**src/rtl/resp_delay_queue.sv**
```systemverilog
// resp_delay_queue
//   Holds every response coming back from the simulated receiver in an
//   in-order FIFO and hands each one to the transport engine only once a
//   fixed return-path delay has passed since it was captured. The return
//   link has finite buffering: a response arriving while the queue is full
//   is dropped, counted, and flagged by a sticky overflow bit.
//
// Ports
//   clk, rst                     clock; asynchronous active-high reset
//   resp_fid/pkt_type/pkt_data   response from the receiver (NONE_PKT = idle)
//   out_valid/out_ready          release handshake towards the engine
//   out_fid/pkt_type/pkt_data    head entry fields (idle values when !out_valid)
//   occupancy                    entries currently held
//   drop_cnt                     saturating count of responses dropped on full
//   overflow                     sticky, set on the first drop

`ifndef FLOW_ID_W
`define FLOW_ID_W 8
`endif
`ifndef PKT_TYPE_W
`define PKT_TYPE_W 4
`endif
`ifndef PKT_DATA_W
`define PKT_DATA_W 32
`endif
`ifndef NONE_PKT
`define NONE_PKT 4'd0
`endif
`ifndef FLOW_ID_NONE
`define FLOW_ID_NONE 8'hFF
`endif

module resp_delay_queue #(
  parameter int DEPTH = 16,
  parameter int DELAY = 8,
  parameter int TS_W  = 16,
  parameter int CNT_W = 32
) (
  input  logic                      clk,
  input  logic                      rst,
  input  logic [`FLOW_ID_W-1:0]     resp_fid,
  input  logic [`PKT_TYPE_W-1:0]    resp_pkt_type,
  input  logic [`PKT_DATA_W-1:0]    resp_pkt_data,
  output logic                      out_valid,
  input  logic                      out_ready,
  output logic [`FLOW_ID_W-1:0]     out_fid,
  output logic [`PKT_TYPE_W-1:0]    out_pkt_type,
  output logic [`PKT_DATA_W-1:0]    out_pkt_data,
  output logic [$clog2(DEPTH):0]    occupancy,
  output logic [CNT_W-1:0]          drop_cnt,
  output logic                      overflow
);

  localparam int AW = $clog2(DEPTH);
  localparam int OW = AW + 1;

  logic [TS_W-1:0]         now;
  logic [AW-1:0]           wr_ptr;
  logic [AW-1:0]           rd_ptr;
  logic [OW-1:0]           occ;

  logic [`FLOW_ID_W-1:0]   fid_mem  [DEPTH];
  logic [`PKT_TYPE_W-1:0]  type_mem [DEPTH];
  logic [`PKT_DATA_W-1:0]  data_mem [DEPTH];
  logic [TS_W-1:0]         ts_mem   [DEPTH];

  logic [TS_W-1:0]         head_age;
  logic                    head_due;
  logic                    full;
  logic                    push_req;
  logic                    push_ok;
  logic                    pop;

  // Age is taken modulo 2^TS_W, so a wrap of now between capture and
  // release still yields the true elapsed cycle count.
  assign head_age  = now - ts_mem[rd_ptr];
  assign head_due  = head_age >= TS_W'(DELAY);
  assign out_valid = (occ != '0) && head_due;

  assign full      = (occ == OW'(DEPTH));
  assign pop       = out_valid && out_ready;
  assign push_req  = (resp_pkt_type != `NONE_PKT);
  // A pop on the same edge frees the slot the push needs, even when full.
  assign push_ok   = push_req && (!full || pop);

  assign out_fid      = out_valid ? fid_mem[rd_ptr]  : `FLOW_ID_NONE;
  assign out_pkt_type = out_valid ? type_mem[rd_ptr] : `NONE_PKT;
  assign out_pkt_data = out_valid ? data_mem[rd_ptr] : '0;
  assign occupancy    = occ;

  always_ff @(posedge clk or posedge rst) begin
    if (rst) begin
      now      <= '0;
      wr_ptr   <= '0;
      rd_ptr   <= '0;
      occ      <= '0;
      drop_cnt <= '0;
      overflow <= 1'b0;
    end else begin
      now <= now + TS_W'(1);
      if (push_ok)
        wr_ptr <= wr_ptr + AW'(1);
      if (pop)
        rd_ptr <= rd_ptr + AW'(1);
      case ({push_ok, pop})
        2'b10:   occ <= occ + OW'(1);
        2'b01:   occ <= occ - OW'(1);
        default: occ <= occ;
      endcase
      if (push_req && !push_ok) begin
        overflow <= 1'b1;
        if (drop_cnt != '1)
          drop_cnt <= drop_cnt + CNT_W'(1);
      end
    end
  end

  // Storage is not reset: an entry is only ever read after being written.
  always_ff @(posedge clk) begin
    if (push_ok) begin
      fid_mem[wr_ptr]  <= resp_fid;
      type_mem[wr_ptr] <= resp_pkt_type;
      data_mem[wr_ptr] <= resp_pkt_data;
      ts_mem[wr_ptr]   <= now;
    end
  end

endmodule

```
**config.mk**
```make
export PLATFORM = sky130hd
export DESIGN_NAME = resp_delay_queue
export DESIGN_NICKNAME = d
export VERILOG_FILES = /design/src/rtl/resp_delay_queue.sv
export SDC_FILE = /design/constraint.sdc
export NUM_CORES = 1
export LEC_CHECK = 0
export ABC_AREA = 1
export BUFFER_PORTS_ARGS = -buffer_cell sky130_fd_sc_hd__buf_2
export CELL_PAD_IN_SITES_DETAIL_PLACEMENT = 0
export CELL_PAD_IN_SITES_GLOBAL_PLACEMENT = 1
export CORE_ASPECT_RATIO = 1.75
export CORE_MARGIN = 4
export CORE_UTILIZATION = 45
export DETAILED_ROUTE_END_ITERATION = 7
export GPL_TIMING_DRIVEN = 0
export HOLD_SLACK_MARGIN = 0.1
export PLACE_DENSITY_LB_ADDON = 0.1
export SETUP_SLACK_MARGIN = 0.15
export SYNTH_ARGS = -nofsm -noshare
export SYNTH_HDL_FRONTEND = slang
export SYNTH_SLANG_ARGS = --single-unit
```
**constraint.sdc**
```tcl
create_clock -name clk -period 9.8 [get_ports clk]
set_clock_uncertainty 0.05 [all_clocks]
set_input_delay 0.98 -clock clk [delete_from_list [all_inputs] [get_ports clk]]
set_output_delay 0.98 -clock clk [all_outputs]
set_load 0.01 [all_outputs]
```
# Yosys cells after proc, flatten, opt, wreduce, memory -nomap -nowiden
# Memories as Yosys holds them, arrays and structs flattened.
# Index checks and enable logic that the tools add are counted.
# Widths: inputs -> output; s select.
[word_totals] out_inout_bits=83 regBits=62 word_cells=39 ram_bits=960 input_bits=47 mem_count=4
[mem_list] name="data_mem" words=16 width=32 rd=1 rd_clocked_by_memory_dff=0 write_ports=1 line="64" source="logic [`PKT_DATA_W-1:0] data_mem [DEPTH];"
[mem_list] name="ts_mem" words=16 width=16 rd=1 rd_clocked_by_memory_dff=0 write_ports=1 line="65" source="logic [TS_W-1:0] ts_mem [DEPTH];"
[mem_list] name="fid_mem" words=16 width=8 rd=1 rd_clocked_by_memory_dff=0 write_ports=1 line="62" source="logic [`FLOW_ID_W-1:0] fid_mem [DEPTH];"
[mem_list] name="type_mem" words=16 width=4 rd=1 rd_clocked_by_memory_dff=0 write_ports=1 line="63" source="logic [`PKT_TYPE_W-1:0] type_mem [DEPTH];"
[op_classes] n_reduce_logical=11 eq_ne=4 order_cmp=1 mux=6 addsub=7
[op_table] cell="$add 32x1->32 const B" count=1
[op_table] cell="$mux 32" count=1
[op_table] cell="$ne 32x32->1 const B" count=1
[op_table] cell="$add 16x1->16 const B" count=1
[op_table] cell="$ge 16x4->1 const B" count=1
[op_table] cell="$sub 16x16->16" count=1
[op_table] cell="$pmux 5 s2" count=1
[op_table] cell="$add 4x1->4 const B" count=2
[op_table] cell="$mux 8" count=1
[op_table] cell="$add 5x1->5 const B" count=1
[op_table] cell="$eq 5x5->1 const B" count=1
[op_table] cell="$reduce_bool 5->1" count=1
[op_table] cell="$sub 5x1->5 const B" count=1
[op_table] cell="$logic_and 1x1->1" count=4
[op_table] cell="$mux 4" count=1
[op_table] cell="$reduce_bool 4->1" count=1
[op_table] cell="$eq 2x1->1 const B" count=1
[op_table] cell="$eq 2x2->1 const B" count=1
[op_table] cell="$logic_not 1->1" count=2
[op_table] cell="$mux 1" count=2
[op_table] cell="$reduce_and 2->1" count=1
[op_table] cell="$reduce_bool 2->1" count=1
[op_table] cell="$logic_or 1x1->1" count=1

# Logic depth before layout (Yosys ltp)
# Gate-level depths: netlist of the first run.
# An unclocked memory read counts as a cell.
[depth] depth_word=10 depth_mapped=34 ltp_nobuf=31

# Worst setup path after synthesis of the first run
# OpenSTA, ideal clock, no wires.
[synth_timing] path_type="flip-flop to flip-flop" start="register rd_ptr[0]" end="memory data_mem[11][0] in the netlist's numbering (enable)" path_buffers=4 setup_ns=0.478 arrival_time_ns=6.242 t_required_ns=9.272 period_less_slack_ns=6.770 setup_slack_ns=3.030 stages_incl_launch_ff=28 path_cell_list="dfrtp_1 inv_2 buf_4 clkbuf_1 clkbuf_1 clkbuf_1 o21ai_0 o221ai_1 o211ai_1 nand2_1 ha_1 inv_1 fa_1 nand3_1 nand2_1 a21oi_1 nand2_1 nand2_1 nor2_1 nand2_1 nor2_2 nand2_2 nand3_4 nand2_1 nand2_1 inv_1 nand2_1 nor2_1"
[synth_via] elab_chain_len=9
[synth_lines] item="from (decl)" line="59" source="logic [AW-1:0] rd_ptr;"
[synth_lines] item="from (signal assigned)" line="104" source="rd_ptr <= rd_ptr + AW'(1);"
[synth_lines] item="$mem_v2 16x16"
[synth_lines] item="$sub 16x16->16" line="76" source="assign head_age = now - ts_mem[rd_ptr];"
[synth_lines] item="$ge 16x4->1" line="77" source="assign head_due = head_age >= TS_W'(DELAY);"
[synth_lines] item="$logic_and 1x1->1" line="78" source="assign out_valid = (occ != '0) && head_due;"
[synth_lines] item="$logic_and 1x1->1" line="81" source="assign pop = out_valid && out_ready;"
[synth_lines] item="$logic_or 1x1->1" line="84" source="assign push_ok = push_req && (!full || pop);"
[synth_lines] item="$logic_and 1x1->1" line="84"
[synth_lines] item="$mux 1" line="120" source="if (push_ok) begin"
[synth_lines] item="$mux 1 (implied by the code)" line="123" source="data_mem[wr_ptr] <= resp_pkt_data;"
[synth_lines] item="to (decl)" line="64"
# No other way between the ends.

# Worst setup path after layout of the first run
[layout_timing] start="register rd_ptr[0]" end="output port out_pkt_data[12]"
[layout_via] elab_chain_len=5 elab_cells_between_ends=6 cone_classes="add/sub (1); order compare (1); mux (1); reduce/logical (1); memory (2)"
[layout_lines] item="$mem_v2 16x16"
[layout_lines] item="$sub 16x16->16" line="76"
[layout_lines] item="$ge 16x4->1" line="77"
[layout_lines] item="$logic_and 1x1->1" line="78"
[layout_lines] item="$mux 32 (*)" line="88" source="assign out_pkt_data = out_valid ? data_mem[rd_ptr] : '0;"
[layout_lines] item="to (decl)" line="48" source="output logic [`PKT_DATA_W-1:0] out_pkt_data,"
# Mark *: on every way between the ends. The rest lies on a longest branch, timed or not.

==> results of run 1 <==
## layout by cell type (no fill, tap or decap), types with 100 or more instances in the layout
cell type and count:
edfxtp_1 960, nand2_1 593, a21oi_1 264, nor2_1 231, o21ai_0 197, clkbuf_1 173
buf_2 146, nand3_1 115, inv_1 110, a221oi_1 100
## registers in the layout, indices dropped and copies added, names as in the netlist
name	cells
type_mem	64
now	16
drop_cnt	32
ts_mem	256
occupancy	5
rd_ptr	4
wr_ptr	4
data_mem	512
overflow	1
fid_mem	128
## per-stage QoR
step	setup WS [ns]	cells	cell area [µm²]
after floorplan	3.030	3251	41620
after global placement	-2.882	4572	43760
after detailed placement	1.397	4618	44880
after CTS	0.6276	4792	48000
after global routing	0.3339	4793	48010
final	0.8198	4794	48010
## cell type report
type                            count  area (µm²)  share of cell area, %
Tap cell                         1192        1491                  3.107
Multi-Input combinational cell   1906       10080                  20.99
Antenna cell                        2       5.005                0.01042
Clock buffer                      111        2469                  5.142
Clock inverter                     63       650.6                  1.355
Sequential cell                  1022       30380                  63.28
Inverter                          116       437.9                 0.9122
Timing Repair Buffer              175        1649                  3.435
Buffer                            207       848.3                  1.767
## kinds of logic (layout without fill, tap and decap cells)
family                   after synthesis  after routing
other                                  0              2
XOR/XNOR                              43             43
flip-flops                          1022           1022
buffers and inverters                323            672
adder cells (fa/ha/maj)               27             27
AND/OR/NAND/NOR                     1083           1083
AO/OA/AOI/OAI                        753            753
## power by group
part,switching (mW),internal (mW)
Clock,1.67,2.11
Sequential,0.204,5.57
Combinational,4.83,1.74
## worst paths after layout
kind                           start  slack (ns)          endpoint  cells past startpoint
setup / recovery           rd_ptr[0]        0.82  out_pkt_data[12]                     25
hold / removal                   rst        0.40         wr_ptr[2]                      2
setup reg to reg           rd_ptr[0]        2.09   data_mem[0][11]                     29
hold reg to reg             overflow        0.45          overflow                      2
max in group asynchronous        rst        8.70      drop_cnt[20]                      2
min in group clk            overflow        0.45          overflow                      2
## critical path, cell delays in order, from the launching register on
cell	delay (ns)
dfrtp_1	0.45
buf_2	0.31
clkbuf_1	0.48
clkbuf_1	0.48
clkbuf_1	0.77
o21ai_0	0.21
o221ai_1	0.22
o211ai_1	0.15
nand2_1	0.18
ha_1	0.31
inv_1	0.16
fa_1	0.47
nand3_1	0.11
nand2_1	0.13
nand2_1	0.09
nand2_1	0.04
nor2_1	0.10
nand3_1	0.09
nor2_1	0.11
nand3_1	0.13
nor2_1	0.15
nand2_2	0.14
nand2_1	0.57
clkbuf_1	0.93
nor3_1	0.23
buf_2	0.23
## routing by layer
layer  wire [µm]  part of all wire [%]  GRT usage, %
met4       10780                   7.5         18.24
met1       48570                    34         30.95
met5           0                     0             0
met3        8181                   5.7         3.897
met2       75600                    53         52.67
==> impl_metrics.ini, run 1 <==
[status]
status = finished clean

[global_route]
overflow = 0
grt_pass1_wl_um = 202700
grt_pass1_vias = 29540
grt_max_degree = 63
grt_util_all_layers_pct = 28.76
antenna_found_initial = 2

[clock_tree]
cts_root_buf = clkbuf_16
clock_latency_ns = 0.69
clk_pin_slew_worst_paths_ns = 0.07
ctsHoldBuffers = 0
cts_tree = done
cts_buffer_depth = 3
cts_resized = 0
post_cts_buffers = 0
h-tree-depth = 3
cts_made_buffers = 94
cts_sinks = 1022

[floorplan]
pin_count = 130
die_area_mm2 = 0.09761
initial_core_util_pct = 45.35
rows = 147
fp.dieH_um = 410.3
core_area_mm2 = 0.09178
fp.dieW_um = 237.9

[logic_synthesis]
synthMuxAreaShare_pct = 0
synth_ff_type = edfxtp_1
synthXorXnorAreaFrac_pct = 0.9229
syn_area_mm2 = 0.04162
ys_seq_area_share_pct = 72.99
synth_top_area_cell = edfxtp_1
async_flop_share_pct = 6.067
synth-compound-area-share_pct = 11.41
synth-simple-area-share_pct = 10.75
synth-seq-cells = 1022
synth_top_family_by_area = compound AO/OA/AOI/OAI gates
synth_top_area_share_pct = 69.26
synth_edf_count = 960
synth_fp_nets = 3325
netlist_instances = 3251
synth_area_leaders = edfxtp_1 (69%), nand2_1 (5.3%), dfrtp_1 (3.7%)
yosys_warnings = 0
ys_types = 49
synth_common_cells = edfxtp_1 (960), nand2_1 (593), a21oi_1 (264)
synth_fa_ha_area_share_pct = 0.8477
synthMostInstantiatedCell = edfxtp_1
syn_avg_cell_area_um2 = 12.80

[sta]
setup_viol = 0
timing_hold_violations_final = 0
max_freq_mhz = 111.4
slew_viol_final = 0
tns_ns = 0
final.min_clock_period_ns = 8.980
relSlewSlack_pct = 8.387
hold_slack_ns = 0.3995
tightestPinTransition_ns = 1.374
fin_crit_sh_pct = 91.63
rsz0062_at_grt = false

[finish]
area_growth_pct = 15.35
nets = 3596
fillers = 7793
drive_gt1_share_pct = 10.78
postLayoutCoreUtil_pct = 52.31

[pwr]
powerDensity_mw_per_mm2 = 335.8
leakage_nw = 16.57
vdd_drop_max_v = 0.0001948
p_total_mw = 16.12

[worst_setup_path]
cp.required_ns = 8.77
arrival_ns = 7.95
worstPathMaxFanout = 10
start_kind = flop
end_kind = output port
worst-setup-path-type = reg -> out

[routing]
drt_drc_violations_left = 0
dr.pass1.iters = 6
wl_per_cell_um = 29.86
vias = 28840
viasPerCell = 6.017
antenna_left = 0
drt_first_iter_violations = 2553
wl_um = 143100

[min_path]
hold_class = in -> async

[placement]
routabilityCongestion = 0.8726
place_hpwl_um = 98780
numPortBuffers = 129

[flow_run]
cap_viol_max_count = 0
No activity file was read; power rests on OpenSTA's default activity.
==> run 2, diff against run 1 <==
==> constraint.sdc (replaced) <==
create_clock -name clk -period 9.8 [get_ports clk]
set_clock_uncertainty 0.05 [all_clocks]
set_input_delay 1.96 -clock clk [delete_from_list [all_inputs] [get_ports clk]]
set_output_delay 1.96 -clock clk [all_outputs]
set_load 0.01 [all_outputs]
==> run 2 against run 1 <==
Compared with the run above:
- sequential cell count unchanged
- combinational power about the same
- global-route usage about the same
- sequential share of layout area about the same
- count of clock-buffer cells in the layout is the same
- final area barely moved
- first-iteration DRC count increased by 7.8%
- non-clock buffer count down 1
- largest cell class unchanged
==> impl_metrics.ini, run 2 (same netlist as run 1, synthesis figures left out) <==
[sta]
hold_slack_ns = 0.4511
setup_slack_ns = 0.7418
max_freq_mhz = 110.4
relSlewSlack_pct = 9.096
setup_viol = 0
rsz0062_at_grt = false
timing_hold_violations_final = 0
fin_crit_sh_pct = 92.43
slew_viol_final = 0
tightestPinTransition_ns = 1.364
final.min_clock_period_ns = 9.058

[worst_setup_path]
rr_worst_depth = 29
worst-setup-path-type = reg -> out
rrSetupSlack_ns = 2.33
cp.required_ns = 7.79
end_kind = output port
worstPathBufferInverterCount = 7
worstPathMaxFanout = 10
cpMaxStageDelayCell = clkbuf_1
regToRegEndpoint = ts_mem[0][14]
critPathMostFrequentCell = nand2_1
arrival_ns = 7.05
crit_chain = buf_2 -> clkbuf_1 -> buf_2 -> clkbuf_1 -> o21ai_0 -> o22ai_1 -> o211ai_1 -> nand2_1 -> inv_1 -> ha_1 -> nand2_1 -> nor2_1 -> nand3_1 -> nand3_1 -> nand2_1 -> nand2_1 -> nor2_1 -> nand3_1 -> nor2_1 -> nand2_2 -> nand2_2 -> clkbuf_2 -> nor3_1 -> buf_2
r2r_start = rd_ptr[0]
crit_family = buffers and inverters
start_kind = flop
critical_path.max_stage_delay_ns = 0.80

[routing]
wl_um = 143000
dr.pass1.iters = 5
antenna_left = 0
vias = 28880
viasPerCell = 6.024
wl_per_cell_um = 29.84
drt_drc_violations_left = 0
drt_first_iter_violations = 2751

[clock_tree]
cts_made_buffers = 94
post_cts_buffers = 0
cts_sinks = 1022
cts_buffer_depth = 3
clock_latency_ns = 0.69
cts_root_buf = clkbuf_16
clk_pin_slew_worst_paths_ns = 0.07
cts_tree = done
h-tree-depth = 3
ctsHoldBuffers = 0

[global_route]
overflow = 0
grt_pass1_vias = 29530
grt_util_all_layers_pct = 28.75
antenna_found_initial = 2
grt_max_degree = 63
grt_pass1_wl_um = 202700

[status]
status = finished clean

[finish]
largest-register = data_mem
layout_commonest_cell = edfxtp_1
largest_register_ff_count = 512
fillers = 7787
nets = 3595
layout_common_cells = edfxtp_1 (960), nand2_1 (592), a21oi_1 (264), nor2_1 (231), o21ai_0 (197)
area_growth_pct = 15.38
multi_input_area_mm2 = 0.01008
register_area_mm2 = 0.03038
postLayoutCoreUtil_pct = 52.33
drive_gt1_share_pct = 11.11
reg_top3 = data_mem: 512 flops, ts_mem: 256 flops, fid_mem: 128 flops

[pwr]
p_total_mw = 16.12
powerDensity_mw_per_mm2 = 335.7
leakage_nw = 16.60
vdd_drop_max_v = 0.0001957

[min_path]
hold_depth = 2
hold_class = reg -> reg
worstHoldEndpoint = drop_cnt[5]
holdCritStartpoint = drop_cnt[5]

[placement]
place_hpwl_um = 98780
pre_cts_slack_ns = 0.4174
numPortBuffers = 129
routabilityCongestion = 0.8726

[floorplan]
fp.dieH_um = 410.3
rows = 147
pin_count = 130
core_area_mm2 = 0.09178
fp.dieW_um = 237.9
initial_core_util_pct = 45.35
die_area_mm2 = 0.09761

[flow_run]
cap_viol_max_count = 0
==> run 2: changes by cell type in the layout (fill, tap and decap cells not counted) <==
cell / delta
clkinv_1: -1
clkinv_2: +1
diode_2: +1
nand2_1: -1
clkbuf_1: -10
clkbuf_2: +10
nand2_2: +1
buf_1: -1
==> run 2: layout make-up <==
| class | instances | area share, % |
|---|---|---|
| clock inverter | 63 | 1.355 |
| timing repair buffer | 175 | 3.434 |
| multi-input combinational | 1906 | 20.99 |
| sequential | 1022 | 63.26 |
| tap | 1192 | 3.106 |
| buffer | 206 | 1.785 |
| antenna | 3 | 0.01563 |
| clock buffer | 111 | 5.140 |
| inverter | 116 | 0.9145 |
==> run 2: worst max path at each step <==
| stage | cells after the start | end | startpoint | slack [ns] |
|---|---|---|---|---|
| floorplan | 27 | data_mem[11][0] | rd_ptr[0] | 3.03 |
| global placement | 26 | data_mem[5][11] | rd_ptr[0] | -2.88 |
| detailed placement | 25 | out_pkt_data[4] | rd_ptr[0] | 0.42 |
| CTS | 25 | out_pkt_data[4] | rd_ptr[0] | 0.25 |
| global route | 25 | out_pkt_data[4] | rd_ptr[0] | 0.29 |
| finish | 24 | out_pkt_data[28] | rd_ptr[0] | 0.74 |
==> run 2: per-stage QoR <==
stage	cells	TNS [ns]	cell area [µm²]
after floorplan	3251	0	41620
after global placement	4572	-2486.31	43760
after detailed placement	4618	0	44880
after CTS	4791	0	48010
after global routing	4792	0	48020
final	4794	0	48020
==> run 2: what timing repair did <==
item / CTS / global route
gates resized for setup: 8 / 8
hold endpoints to repair: 0 / 0
endpoints found under the setup margin: 39 / 26
pin swaps: 0 / 0
==> run 2: worst min-delay path, cell delays in order (launching register included) <==
cell and delay [ns]:
dfrtp_1 0.36, nand2_1 0.06, nand2_1 0.05
==> run 2: routing by layer <==
| metal | vias to the layer above | wire length [µm] | track usage, % |
|---|---|---|---|
| met2 | 1345 | 75370 | 52.62 |
| met1 | 14530 | 48410 | 30.94 |
| met3 | 374 | 8705 | 4.159 |
| li1 | 12630 | - | - |
| met4 | 0 | 10550 | 17.86 |
| met5 | - | 0 | 0 |
==> run 2: where the power goes <==
group	total [mW]	switching, mW	internal [mW]
clock network	3.78	1.68	2.11
logic	6.57	4.82	1.74
registers	5.77	0.204	5.57
